`config.mk`:
```
export PLATFORM = sky130hd
export DESIGN_NAME = centroid_accumulator_param
export DESIGN_NICKNAME = d
export VERILOG_FILES = /design/src/rtl/centroid_accumulator_param.sv
export SDC_FILE = /design/constraint.sdc
export NUM_CORES = 1
export LEC_CHECK = 0
export CORE_UTILIZATION = 54
export CTS_CLUSTER_SIZE = 8
export DETAILED_ROUTE_END_ITERATION = 12
export MAX_ROUTING_LAYER = met4
export PLACE_DENSITY = 0.8
export SETUP_SLACK_MARGIN = 0.1
export SYNTH_ARGS = -nofsm -noshare
export SYNTH_HDL_FRONTEND = slang
export SYNTH_SLANG_ARGS = --single-unit
```
`constraint.sdc`:
```
create_clock -name CLK -period 2.9 [get_ports CLK]
set_clock_uncertainty 0.05 [all_clocks]
set_input_delay 0.58 -clock CLK [delete_from_list [all_inputs] [get_ports CLK]]
set_output_delay 0.58 -clock CLK [all_outputs]
set_load 0.01 [all_outputs]
```
`src/rtl/centroid_accumulator_param.sv`:
```
// Weighted centroid-moment accumulator: SUM(w), SUM(w*x), SUM(w*y) over one raster frame,
// result held under VALID/RES_READY. Optional bounding box when CENTROID_BBOX_EN is defined.
module centroid_accumulator_param #(
    parameter int IMG_W = 64,
    parameter int IMG_H = 64,
    parameter int PIX_W = 1,
    localparam int X_W   = $clog2(IMG_W),
    localparam int Y_W   = $clog2(IMG_H),
    localparam int SUM_W = PIX_W + X_W + Y_W,
    localparam int H_W   = SUM_W + X_W,
    localparam int V_W   = SUM_W + Y_W
) (
    input  logic             CLK,
    input  logic             RST,
    input  logic             SOF,
    input  logic             DIN_VALID,
    input  logic [PIX_W-1:0] DIN,
    output logic             DIN_READY,
    input  logic [PIX_W-1:0] THRESH,
    output logic [H_W-1:0]   H_TOTAL,
    output logic [V_W-1:0]   V_TOTAL,
    output logic [SUM_W-1:0] SUM,
    output logic             VALID,
    input  logic             RES_READY,
    output logic             FRAME_ERR
`ifdef CENTROID_BBOX_EN
    ,
    output logic [X_W-1:0]   X_MIN,
    output logic [X_W-1:0]   X_MAX,
    output logic [Y_W-1:0]   Y_MIN,
    output logic [Y_W-1:0]   Y_MAX
`endif
);

    typedef enum logic [1:0] {IDLE, ACCUM, HOLD} state_t;

    state_t           state;
    logic [X_W-1:0]   h_cnt;
    logic [Y_W-1:0]   v_cnt;
    logic             accept;
    logic [PIX_W-1:0] w;
    logic [H_W-1:0]   h_term;
    logic [V_W-1:0]   v_term;
    logic             h_last;
    logic             last_pix;

    assign DIN_READY = (state != HOLD);

    always_comb begin
        accept   = DIN_VALID & DIN_READY;
        w        = (DIN >= THRESH) ? DIN : '0;
        h_term   = H_W'(w) * H_W'(h_cnt);
        v_term   = V_W'(w) * V_W'(v_cnt);
        h_last   = (h_cnt == X_W'(IMG_W - 1));
        last_pix = h_last && (v_cnt == Y_W'(IMG_H - 1));
    end

    // NOTE: all state is updated with non-blocking assignments so every register
    // sees the pre-edge values of its neighbours, independent of statement order.
    always_ff @(posedge CLK or posedge RST) begin
        if (RST) begin
            state     <= IDLE;
            h_cnt     <= '0;
            v_cnt     <= '0;
            H_TOTAL   <= '0;
            V_TOTAL   <= '0;
            SUM       <= '0;
            VALID     <= 1'b0;
            FRAME_ERR <= 1'b0;
`ifdef CENTROID_BBOX_EN
            X_MIN     <= X_W'(IMG_W - 1);
            X_MAX     <= '0;
            Y_MIN     <= Y_W'(IMG_H - 1);
            Y_MAX     <= '0;
`endif
        end else begin
            FRAME_ERR <= 1'b0;
            case (state)
                IDLE, ACCUM: begin
                    if (accept && SOF) begin
                        // SOF pixel is (0,0): its moment terms are zero, old frame discarded
                        SUM       <= SUM_W'(w);
                        H_TOTAL   <= '0;
                        V_TOTAL   <= '0;
                        h_cnt     <= X_W'(1);
                        v_cnt     <= '0;
                        state     <= ACCUM;
                        FRAME_ERR <= (state == ACCUM);
`ifdef CENTROID_BBOX_EN
                        X_MIN     <= (w != '0) ? '0 : X_W'(IMG_W - 1);
                        Y_MIN     <= (w != '0) ? '0 : Y_W'(IMG_H - 1);
                        X_MAX     <= '0;
                        Y_MAX     <= '0;
`endif
                    end else if (accept && state == ACCUM) begin
                        SUM     <= SUM + SUM_W'(w);
                        H_TOTAL <= H_TOTAL + h_term;
                        V_TOTAL <= V_TOTAL + v_term;
`ifdef CENTROID_BBOX_EN
                        if (w != '0) begin
                            if (h_cnt < X_MIN) X_MIN <= h_cnt;
                            if (h_cnt > X_MAX) X_MAX <= h_cnt;
                            if (v_cnt < Y_MIN) Y_MIN <= v_cnt;
                            if (v_cnt > Y_MAX) Y_MAX <= v_cnt;
                        end
`endif
                        if (last_pix) begin
                            h_cnt <= '0;
                            v_cnt <= '0;
                            state <= HOLD;
                            VALID <= 1'b1;
                        end else if (h_last) begin
                            h_cnt <= '0;
                            v_cnt <= v_cnt + Y_W'(1);
                        end else begin
                            h_cnt <= h_cnt + X_W'(1);
                        end
                    end
                end
                HOLD: begin
                    if (RES_READY) begin
                        state <= IDLE;
                        VALID <= 1'b0;
                    end
                end
                default: state <= IDLE;
            endcase
        end
    end

endmodule
```
==> run_results.csv <==
group,metric,value,unit
drt,via_count,3366,
timing,setup_viol_count_final,0,
power,p_comb_share,19.3,%
global_routing,overflow,0,
setup_path,worstPathArrival,2.95,ns
floorplanning,io_pins,61,
timing,rsz0062_at_grt,"yes",
place,placed_cells,571,
yosys,ys_top_cells_by_area,"dfrtp_1, xor2_1, ha_1",
clock_tree,postCtsHoldBufs,0,
timing,setup_ws,0.177,ns
power,powerDensity,478,nW/µm²
place,post-dp-hpwl,6.43,mm
finish,final-instance-count-excl-fill,587,
clock_tree,cts_buffers,9,
finish,utilization,72.9,%
drt,drt_iter0_drc,156,
setup_path,cp_max_fo,10,
place,pre_cts_ws,-0.185,ns
yosys,yosysTopAreaCellShare,44.1,%
floorplanning,initial_core_util,55.9,%
yosys,synth_compound_area_share,16.0,%
timing,max_freq,367,MHz
global_routing,grt_pass1_vias,3188,
timing,relSlewSlack,61.7,%
power,fin_total_pwr,2.37,mW
yosys,synth_nets,418,
clock_tree,post_cts_buffers,0,
drt,drtPass1Iterations,5,
setup_path,worstSetupStartpointType,"input port",
clock_tree,clk_pin_slew,0.07,ns
floorplanning,rows,30,
yosys,yosys.area.top_type,"dfrtp_1",
timing,post-route-period-util,93.9,%
drt,ant_nets,0,
global_routing,track_usage,26.8,%
place,io_buffers,59,
drt,drc,0,
yosys,avgSynthCellArea,9.67,µm²
yosys,synth_adder_area_share,6.32,%
timing,slew_violations,0,
power,ir_worst_vdd,0.307,mV
power,p_int,1.70,mW
power,p_seq_share,45.6,%
clock_tree,htreeDepth,3,
power,switching_power,0.663,mW
setup_path,criticalPathCategory,"in2reg",
yosys,synthSimpleGateAreaFrac,23.1,%
yosys,synthXorXnorAreaFrac,7.60,%
clock_tree,clockRootBuffer,"clkbuf_8",
yosys,synth_area,3800,µm²
floorplanning,die_y,85.9,µm
global_routing,grt_max_degree,43,
place,gp_congestion,0.916,
status,outcome,"completed",
drt,wirelength,8.93,mm
yosys,yosys_warnings,0,
floorplanning,die_x,85.9,µm
power,clkPwrFrac,35.1,%
yosys,synth_top_family_by_area,"simple AND/OR/NAND/NOR gates",
yosys,synth.distinct_cells,50,
drt,via_per_inst,5.73,
flow_run,maxCapViolCount,0,
drt,wire_per_inst,15.2,µm
global_routing,grt_pass1_wl,14.9,mm
timing,hold_violations,0,
power,swShare,28.0,%
global_routing,antenna_found_initial,0,
yosys,syn_inst,393,
setup_path,end_kind,"flop",
setup_path,required,3.12,ns
yosys,seq_area_frac_synth,44.1,%
timing,worst_pin_slew,0.573,ns
clock_tree,cts_resized,0,
min_path,hold_path.class,"reg2reg",
yosys,synth_mux_area_share,0.263,%
timing,whs,0.461,ns
power,power_leakage,2.17,nW
finish,drive_gt1_share,13.2,%
floorplanning,die-area,7380,µm²
clock_tree,clock-sinks,67,
yosys,ys_seq_elements,67,
clock_tree,clk_latency,0.35,ns
clock_tree,cts_tree,"done",
finish,syn2layout_area_growth,30.3,%
floorplanning,core_region_area,6790,µm²
finish,num-nets-final,511,
timing,final_period_minus_worst_setup_slack,2.72,ns
finish,antennaDiodeCount,0,
clock_tree,cts_buffer_depth,2,
[cell type report]
class                   instances  area [µm²]
flip-flops and latches         67        1680
clock buffers                  13         169
well taps                      96         120
clock inverters                 3        45.0
inverters                      11        41.3
multi-input cells             303        2030
repair buffers                 94         870
fillers                       499        1840
[power groups by stage]
stage,clock [mW],sequential [mW],combinational (mW)
after CTS,0.840,1.08,0.458
after global placement,0,1.09,0.436
final,0.831,1.08,0.458
after floorplan,0,1.09,0.235
after global routing,0.887,1.09,0.506
after detailed placement,0,1.09,0.453
[layout by cell type, fill, tap and decap left out, types with 4 or more instances in the layout]
cell	netlist	layout
a21o_1	5	4
a21oi_1	15	15
a22o_1	5	5
and2_1	12	12
and3_1	7	7
and4_1	4	4
buf_4	2	33
clkbuf_8	0	12
clkdlybuf4s50_1	0	59
dfrtp_1	67	67
ha_1	16	16
inv_1	11	10
nand2_1	36	36
nand2b_1	7	7
nand3_1	16	16
nand4_1	8	8
nor2_1	39	39
nor3_1	4	4
o2111ai_1	6	6
o211ai_1	11	11
o21ai_0	30	30
or3_1	6	6
or4_1	5	5
xnor2_1	7	7
xor2_1	26	26
[logic make-up (layout without fill, tap and decap cells)]
kind of cell | Yosys count | count (layout)
mux | 1 | 1
buf+inv | 23 | 121
simple gates | 159 | 159
compound gates | 92 | 92
fa+ha+maj | 18 | 18
flops | 67 | 67
xor+xnor | 33 | 33
[worst max-delay path: stages]
cell and delay (ns):
clkdlybuf4s50_1 0.49, and2_1 0.13, ha_1 0.17, inv_1 0.06, fa_1 0.40, nor2b_2 0.16, o211ai_1 0.15, a21o_2 0.29
or3_1 0.37, a21oi_1 0.16
[synthesized netlist by cell type (all sizes together)]
master / instances
a211oi: 3
a31oi: 2
xnor2: 7
inv: 11
or4b: 1
a21o: 5
o31ai: 2
or4: 5
nand3: 16
and2: 12
a211o: 1
o211ai: 11
a31o: 1
a22o: 5
xor2: 26
clkbuf: 8
o2111ai: 6
o21ai: 32
and4: 4
nand2b: 8
mux2i: 1
or3: 6
ha: 16
nor2: 41
a21oi: 15
a311oi: 1
o22ai: 3
and3: 7
o311ai: 1
nand2: 36
nor3: 5
a32o: 1
dfrtp: 67
nor4: 5
fa: 2
nor3b: 2
buf: 4
o21a: 2
nor2b: 3
o21bai: 1
nand4: 8
[state kept, by name, indices dropped and copies added (netlist names)]
name and count:
h_cnt 6, state 2, FRAME_ERR 1, H_TOTAL 19
V_TOTAL 19, VALID 1, v_cnt 6, SUM 13
[worst paths after layout]
| path | from | to | slack (ns) | depth (start not counted) |
|---|---|---|---|---|
| max | DIN | V_TOTAL[8] | 0.18 | 10 |
| min | v_cnt[5] | v_cnt[5] | 0.46 | 1 |
| max reg2reg | v_cnt[0] | V_TOTAL[8] | 0.49 | 9 |
| min reg2reg | v_cnt[5] | v_cnt[5] | 0.46 | 1 |
| max in group asynchronous | RST | v_cnt[1] | 1.62 | 3 |
| min in group asynchronous | RST | H_TOTAL[18] | 0.55 | 2 |
[stage by stage]
stage	setup TNS, ns	instance area [µm²]
final	0	4950
after global routing	0	4950
after CTS	0	4950
after detailed placement	-1.66	4730
after global placement	-0.608	4730
after floorplan	0	3800
[metal layers]
layer | global-route usage [%] | share of wire [%] | up-vias
met3 | 5.58 | 5.0 | 15
li1 | - | - | 1604
met4 | 10.0 | 1.6 | 0
met2 | 40.4 | 48 | 100
met5 | - | 0 | -
met1 | 35.8 | 46 | 1647
Power figures use the tool's default switching activity.
